### src/rtl/udp_rx_word_packer_if.sv
// udp_rx_word_packer_if
//   Upstream UDP receive stream: a header phase that carries the destination
//   port, followed by a byte-wide payload phase with a last marker.
//   master : the UDP receive engine (drives header and payload)
//   slave  : the consumer of the stream (drives the two ready signals)
//
//   udp_rx_hdr_valid  header present
//   udp_rx_hdr_ready  header accepted
//   udp_rx_dest_port  destination port, qualified by udp_rx_hdr_valid
//   udp_rx_valid      payload byte valid
//   udp_rx_ready      payload byte accepted
//   udp_rx_last       final payload byte of the datagram
//   udp_rx_data       payload byte
interface udp_rx_word_packer_if;
   logic        udp_rx_hdr_valid;
   logic        udp_rx_hdr_ready;
   logic [15:0] udp_rx_dest_port;
   logic        udp_rx_valid;
   logic        udp_rx_ready;
   logic        udp_rx_last;
   logic [7:0]  udp_rx_data;

   modport master (
      output udp_rx_hdr_valid,
      output udp_rx_dest_port,
      output udp_rx_valid,
      output udp_rx_last,
      output udp_rx_data,
      input  udp_rx_hdr_ready,
      input  udp_rx_ready
   );

   modport slave (
      input  udp_rx_hdr_valid,
      input  udp_rx_dest_port,
      input  udp_rx_valid,
      input  udp_rx_last,
      input  udp_rx_data,
      output udp_rx_hdr_ready,
      output udp_rx_ready
   );
endinterface

### src/rtl/udp_rx_word_packer.sv
// udp_rx_word_packer
//   Accepts UDP datagrams addressed to LISTEN_PORT, packs payload byte pairs
//   into 16-bit words {first byte, second byte} and queues them in a small
//   first-word-fall-through FIFO. Datagrams for other ports are consumed and
//   counted as drops.
//
//   Optional feature macro: UDP_RX_ODD_PAD_EN
//     defined   : a trailing odd byte is padded with 8'h00 and pushed
//     undefined : a trailing odd byte is discarded and counted as a drop
//
//   Parameters
//     LISTEN_PORT  accepted UDP destination port
//     FIFO_DEPTH   output FIFO depth, power of two, >= 2
//
//   Ports
//     i_clk       clock, rising edge
//     i_rst       synchronous active-high reset
//     udp_rx      upstream header/payload stream (slave side)
//     o_data      FIFO head word, 16'h0000 while empty
//     o_valid     FIFO not empty
//     i_ready     consumer pops the head word
//     o_drop_cnt  saturating count of dropped datagrams
//
//   state  | meaning
//   -------+--------------------------------------------------------------
//   S_IDLE | waiting for a header; only state with udp_rx_hdr_ready=1
//   S_HIGH | waiting for the first byte of a word
//   S_LOW  | waiting for the second byte; stalls while the FIFO is full
//   S_PAD  | pushing {high, 8'h00} for an odd trailing byte (pad build only)
//   S_DROP | consuming a datagram for a foreign port up to its last byte
module udp_rx_word_packer #(
   parameter logic [15:0] LISTEN_PORT = 16'd1234,
   parameter int          FIFO_DEPTH  = 4
) (
   input  logic                 i_clk,
   input  logic                 i_rst,
   udp_rx_word_packer_if.slave  udp_rx,
   output logic [15:0]          o_data,
   output logic                 o_valid,
   input  logic                 i_ready,
   output logic [7:0]           o_drop_cnt
);

   localparam int AW = $clog2(FIFO_DEPTH);

   typedef enum logic [2:0] {
      S_IDLE,
      S_HIGH,
      S_LOW,
      S_PAD,
      S_DROP
   } state_t;

   state_t        state_q, state_d;
   logic [7:0]    high_q, high_d;
   logic [7:0]    drop_cnt_q, drop_cnt_d;
   logic [AW-1:0] wr_ptr_q, wr_ptr_d;
   logic [AW-1:0] rd_ptr_q, rd_ptr_d;
   logic [AW:0]   count_q, count_d;
   logic [15:0]   mem_q [FIFO_DEPTH];
   logic [15:0]   mem_d [FIFO_DEPTH];

   logic          fifo_full;
   logic          fifo_empty;
   logic          push;
   logic          pop;
   logic [15:0]   push_word;
   logic          drop_inc;
   logic          hdr_ready;
   logic          rx_ready;
   logic          rx_accept;

   // Full/empty come from registered occupancy only, so a pop on a full
   // cycle cannot open the input on that same cycle.
   assign fifo_full  = (count_q == (AW+1)'(FIFO_DEPTH));
   assign fifo_empty = (count_q == '0);

   assign rx_accept  = udp_rx.udp_rx_valid && rx_ready;

   // ------------------------------------------------------------------
   // Packing FSM
   // ------------------------------------------------------------------
   always_comb begin
      state_d   = state_q;
      high_d    = high_q;
      hdr_ready = 1'b0;
      rx_ready  = 1'b0;
      push      = 1'b0;
      push_word = {high_q, udp_rx.udp_rx_data};
      drop_inc  = 1'b0;

      unique case (state_q)
         S_IDLE: begin
            hdr_ready = 1'b1;
            if (udp_rx.udp_rx_hdr_valid) begin
               if (udp_rx.udp_rx_dest_port == LISTEN_PORT) begin
                  state_d = S_HIGH;
               end else begin
                  state_d = S_DROP;
               end
            end
         end

         // The high byte is only latched, never pushed, so this state does
         // not depend on FIFO space.
         S_HIGH: begin
            rx_ready = 1'b1;
            if (udp_rx.udp_rx_valid) begin
               high_d = udp_rx.udp_rx_data;
               if (!udp_rx.udp_rx_last) begin
                  state_d = S_LOW;
               end else begin
`ifdef UDP_RX_ODD_PAD_EN
                  state_d = S_PAD;
`else
                  drop_inc = 1'b1;
                  state_d  = S_IDLE;
`endif
               end
            end
         end

         S_LOW: begin
            rx_ready = !fifo_full;
            if (rx_accept) begin
               push    = 1'b1;
               state_d = udp_rx.udp_rx_last ? S_IDLE : S_HIGH;
            end
         end

         S_PAD: begin
            push_word = {high_q, 8'h00};
            if (!fifo_full) begin
               push    = 1'b1;
               state_d = S_IDLE;
            end
         end

         S_DROP: begin
            rx_ready = 1'b1;
            if (udp_rx.udp_rx_valid && udp_rx.udp_rx_last) begin
               drop_inc = 1'b1;
               state_d  = S_IDLE;
            end
         end

         default: begin
            state_d = S_IDLE;
         end
      endcase
   end

   always_comb begin
      drop_cnt_d = drop_cnt_q;
      if (drop_inc && (drop_cnt_q != 8'hFF)) begin
         drop_cnt_d = drop_cnt_q + 8'd1;
      end
   end

   // ------------------------------------------------------------------
   // Output FIFO
   // ------------------------------------------------------------------
   assign pop = !fifo_empty && i_ready;

   always_comb begin
      wr_ptr_d = wr_ptr_q;
      rd_ptr_d = rd_ptr_q;
      count_d  = count_q;
      mem_d    = mem_q;

      if (push) begin
         mem_d[wr_ptr_q] = push_word;
         wr_ptr_d        = wr_ptr_q + AW'(1);
      end
      if (pop) begin
         rd_ptr_d = rd_ptr_q + AW'(1);
      end

      unique case ({push, pop})
         2'b10:   count_d = count_q + (AW+1)'(1);
         2'b01:   count_d = count_q - (AW+1)'(1);
         default: count_d = count_q;
      endcase
   end

   always_ff @(posedge i_clk) begin
      if (i_rst) begin
         state_q    <= S_IDLE;
         high_q     <= 8'h00;
         drop_cnt_q <= 8'h00;
         wr_ptr_q   <= '0;
         rd_ptr_q   <= '0;
         count_q    <= '0;
      end else begin
         state_q    <= state_d;
         high_q     <= high_d;
         drop_cnt_q <= drop_cnt_d;
         wr_ptr_q   <= wr_ptr_d;
         rd_ptr_q   <= rd_ptr_d;
         count_q    <= count_d;
      end
   end

   // Storage needs no reset: entries are only visible while occupied.
   always_ff @(posedge i_clk) begin
      mem_q <= mem_d;
   end

   // ------------------------------------------------------------------
   // Outputs
   // ------------------------------------------------------------------
   assign udp_rx.udp_rx_hdr_ready = hdr_ready;
   assign udp_rx.udp_rx_ready     = rx_ready;

   // Mask the head while empty so the output is a clean zero after reset
   // instead of whatever the unreset storage holds.
   assign o_valid    = !fifo_empty;
   assign o_data     = fifo_empty ? 16'h0000 : mem_q[rd_ptr_q];
   assign o_drop_cnt = drop_cnt_q;

endmodule

### src/flat_wrapper.sv
// flat-port wrapper written by rule: the top's interface ports become plain ports
module udp_rx_word_packer_flat 
#(
   parameter logic [15:0] LISTEN_PORT = 16'd1234,
   parameter int          FIFO_DEPTH  = 4
)
  (i_clk, i_rst, o_data, o_valid, i_ready, o_drop_cnt, udp_rx_udp_rx_hdr_valid, udp_rx_udp_rx_dest_port, udp_rx_udp_rx_valid, udp_rx_udp_rx_last, udp_rx_udp_rx_data, udp_rx_udp_rx_hdr_ready, udp_rx_udp_rx_ready);
  udp_rx_word_packer_if udp_rx_i ();
  input  logic i_clk;
  input  logic i_rst;
  output logic [15:0] o_data;
  output logic o_valid;
  input  logic i_ready;
  output logic [7:0] o_drop_cnt;
  input wire logic [$bits(udp_rx_i.udp_rx_hdr_valid)-1:0] udp_rx_udp_rx_hdr_valid;
  input wire logic [$bits(udp_rx_i.udp_rx_dest_port)-1:0] udp_rx_udp_rx_dest_port;
  input wire logic [$bits(udp_rx_i.udp_rx_valid)-1:0] udp_rx_udp_rx_valid;
  input wire logic [$bits(udp_rx_i.udp_rx_last)-1:0] udp_rx_udp_rx_last;
  input wire logic [$bits(udp_rx_i.udp_rx_data)-1:0] udp_rx_udp_rx_data;
  output wire logic [$bits(udp_rx_i.udp_rx_hdr_ready)-1:0] udp_rx_udp_rx_hdr_ready;
  output wire logic [$bits(udp_rx_i.udp_rx_ready)-1:0] udp_rx_udp_rx_ready;
  assign udp_rx_i.udp_rx_hdr_valid = udp_rx_udp_rx_hdr_valid;
  assign udp_rx_i.udp_rx_dest_port = udp_rx_udp_rx_dest_port;
  assign udp_rx_i.udp_rx_valid = udp_rx_udp_rx_valid;
  assign udp_rx_i.udp_rx_last = udp_rx_udp_rx_last;
  assign udp_rx_i.udp_rx_data = udp_rx_udp_rx_data;
  assign udp_rx_udp_rx_hdr_ready = udp_rx_i.udp_rx_hdr_ready;
  assign udp_rx_udp_rx_ready = udp_rx_i.udp_rx_ready;
  udp_rx_word_packer #(.LISTEN_PORT(LISTEN_PORT), .FIFO_DEPTH(FIFO_DEPTH)) u_core (.i_clk(i_clk), .i_rst(i_rst), .udp_rx(udp_rx_i), .o_data(o_data), .o_valid(o_valid), .i_ready(i_ready), .o_drop_cnt(o_drop_cnt));
endmodule
### config.mk
export PLATFORM = sky130hd
export DESIGN_NAME = udp_rx_word_packer_flat
export DESIGN_NICKNAME = d
export VERILOG_FILES = /design/src/rtl/udp_rx_word_packer_if.sv /design/src/rtl/udp_rx_word_packer.sv /design/src/flat_wrapper.sv
export SDC_FILE = /design/constraint.sdc
export NUM_CORES = 1
export LEC_CHECK = 0
export CAP_MARGIN = 20
export CORE_MARGIN = 2
export CORE_UTILIZATION = 50
export CTS_BUF_LIST = sky130_fd_sc_hd__clkbuf_8
export DETAILED_ROUTE_END_ITERATION = 8
export PLACE_DENSITY = 0.74
export SLEW_MARGIN = 20
export SYNTH_ARGS = -nofsm -noshare
export SYNTH_HDL_FRONTEND = slang
export SYNTH_SLANG_ARGS = --single-unit
### constraint.sdc
create_clock -name i_clk -period 6.53 [get_ports i_clk]
set_input_delay 0.9795 -clock i_clk [delete_from_list [all_inputs] [get_ports i_clk]]
set_output_delay 0.9795 -clock i_clk [all_outputs]
set_load 0.01 [all_outputs]
==> summary.txt <==
DR iter-0 viols - 104
Reg power frac - 48.4%
R2R depth - 9
worst-case clock buffer depth - 2
clock-pin slew on the worst setup and hold paths - 0.08 ns
Synth Cell Area - 3900 um^2
Switching Share - 25.8%
reg-to-reg critical path endpoint - u_core.count_q[2]
Comb pwr share - 22.1%
Net Count, Synth - 311
WHS Endpoint - u_core.o_drop_cnt[4]
largest cells by area after synthesis - edfxtp_1 49%, dfxtp_1 13%, mux4_2 9.2%
Final WS setup - 3.01 ns
Max Slew Vio Count - 0
via-per-instance ratio - 5.39
DIE AREA - 8520 um^2
Gate Count Post-Synth - 274
top-count cell post-synth - edfxtp_1
crit path capture type - output port
Post-synth ARST share - 0%
Final ANT Viol Nets - 0
area leader, netlist - edfxtp_1
total track usage - 18.0%
routed wire length - 7.06 mm
Initial Util - 51.0%
diode count - 0
# DRC - 0
flops & latches, synth - 90
post_cts resized - 0
period utilization - 54.0%
worst clock skew - 0.0155 ns
Tightest Pin Transition - 1.04 ns
CP max stage cell - dfxtp_1
VDD IR max - 0.000183 V
P_int - 1030 uW
Syn Area/Cell - 14.2 um^2
Max Fclk - 284 MHz
final setup fails - 0
Final Hold Viols - 0
CTS buffer count - 9
Max-Cap Viols - 0
WP data required - 5.55 ns
post-synth top area share - 49.3%
Post-synth EDFFs - 64
Synth top cells by count - 64 x edfxtp_1, 30 x and2_1, 26 x dfxtp_1
post-CTS setup buffers - 0
# rows - 32
Slew headroom - 30.7%
vias after detailed routing - 2344
Worst R2R Setup Slack - 3.95 ns
worst setup path category - register to output port
Final HPWL DP - 4.70 mm
root buf cell - clkbuf_8
Power Dens Cells - 292 nW/um^2
Worst R2R Start - u_core.count_q[0]
Worst Min Path Start - u_core.o_drop_cnt[4]
unrepaired setup endpoints after global routing - no
IO Port Bufs - 56
hold path cells - 2
ys flop type - edfxtp_1
Clock power frac - 29.5%
Worst Path Max Fanout - 10
routed len/inst - 16.2 um
first-pass GRT wire length - 11.5 mm
P_sw - 358 uW
die span in x - 92.3 um
initial antenna violation count - 0
startpoint type of the worst setup path - register
grt ovf - 0
Tmin final - 3.52 ns
GP Congestion - 0.792
Place WS - 3.17 ns
CTS tree - built
Yosys cell types - 50
TNS Setup - 0 ns
P&R area growth vs syn - 21.8%
core area - 7650 um^2
worst-path cell chain - buf_4, mux4_2, and2_1, clkdlybuf4s50_1
I/O Pins - 57
layout cells sized above 1 - 10.5%
CTS H-tree lvls - 3
CP arrival - 2.54 ns
status - complete, no violations
clk sink count - 90
Tightest Hold Check Type - register to register
hold_buf cts - 0
Pre-antenna DRT Iters - 4
Final nets - 365
vias in the first global route - 2383
Leak - 0.00153 uW
CP peak stage delay - 0.70 ns
Die Span Y - 92.3 um
largest net degree at the start of global routing - 28
Ys Warns - 0
clock insertion delay at the later pin of the skew report - 0.36 ns
register area share after synthesis - 62.7%
worst max-delay path by stage:
| stage | slack, ns | depth (start not counted) | start | endpoint |
|---|---|---|---|---|
| global placement | 3.28 | 10 | udp_rx_udp_rx_valid | u_core.count_q[2] |
| floorplan | 3.87 | 9 | udp_rx_udp_rx_valid | u_core.count_q[2] |
| detailed placement | 3.17 | 10 | udp_rx_udp_rx_valid | u_core.count_q[2] |
| global route | 2.81 | 4 | u_core.rd_ptr_q[0] | o_data[13] |
| finish | 3.01 | 4 | u_core.rd_ptr_q[0] | o_data[12] |
| CTS | 2.92 | 4 | u_core.rd_ptr_q[0] | o_data[12] |
flip-flops by register name (all words and copies together), names as in the netlist:
register	cells
u_core.o_drop_cnt	8
u_core.mem_q	64
u_core.state_q	3
u_core.rd_ptr_q	2
u_core.wr_ptr_q	2
u_core.count_q	3
u_core.high_q	8
power groups by stage:
stage | logic [uW] | registers (uW) | clock network [uW]
final | 306 | 671 | 409
after global routing | 338 | 677 | 441
after CTS | 310 | 672 | 415
after detailed placement | 309 | 685 | 0
after global placement | 305 | 684 | 0
after floorplan | 219 | 658 | 0
placed cells by master, fill, tap and decap left out, types with 2 or more instances in the layout:
| cell | n |
|---|---|
| edfxtp_1 | 64 |
| inv_1 | 11 |
| nor2_1 | 18 |
| clkbuf_8 | 9 |
| and3_1 | 2 |
| and2_1 | 30 |
| dfxtp_1 | 26 |
| ha_1 | 6 |
| a211oi_1 | 3 |
| inv_6 | 2 |
| o41ai_1 | 2 |
| or3_1 | 4 |
| o21ai_0 | 3 |
| nand3_1 | 4 |
| nand2b_1 | 4 |
| or4_1 | 4 |
| xnor2_1 | 4 |
| nand2_1 | 4 |
| o31ai_1 | 2 |
| a21oi_1 | 12 |
| mux2i_1 | 9 |
| mux4_2 | 16 |
| nor4bb_1 | 2 |
| xor2_1 | 3 |
| o21ai_1 | 3 |
| clkdlybuf4s50_1 | 56 |
| nor3_1 | 2 |
| bufinv_16 | 2 |
per-layer routing:
layer	vias up	GRT usage, %	wire length [um]
met1	1123	22.1	3030
met3	11	3.42	298
met4	0	7.09	90
met2	69	31.7	3640
li1	1141	-	-
met5	-	0	0
through the flow:
stage | cells | total power (uW) | instance area (um^2) | util (%) | hold WS, ns
2_1_floorplan | 274 | 877 | 3900 | - | 0.459
3_3_place_gp | 419 | 989 | 4530 | 59.2 | 0.473
3_5_place_dp | 419 | 994 | 4530 | 59.2 | 0.489
4_1_cts | 435 | 1400 | 4750 | 62.1 | 0.507
5_1_grt | 435 | 1460 | 4750 | 62.1 | 0.539
6_report | 435 | 1390 | 4750 | 62.1 | 0.503
worst max-delay path, delay by kind of cell (launching register included):
kind,cells,cell delay [ns]
DFF,1,0.70
buffers and inverters,2,0.80
and+or+nand+nor,1,0.17
muxes,1,0.51
area by class of cell:
class / count / area, um^2
Clock buffer: 9 / 124
Clock inverter: 7 / 93.8
Fill cell: 589 / 2900
Inverter: 10 / 37.5
Multi-Input combinational cell: 160 / 1350
Sequential cell: 90 / 2440
Tap cell: 102 / 128
Timing Repair Buffer: 57 / 568
cell families (layout without fill, tap and decap cells):
logic type / count (synthesis) / after routing / share of synthesized area (%)
mux: 25 / 25 / 11.6
fa+ha+maj: 7 / 7 / 2.44
compound gates: 33 / 33 / 5.49
buf+inv: 24 / 83 / 2.60
flops: 90 / 90 / 62.7
simple gates: 88 / 88 / 13.7
xor+xnor: 7 / 7 / 1.57
No activity file was read; power rests on OpenSTA's default activity.
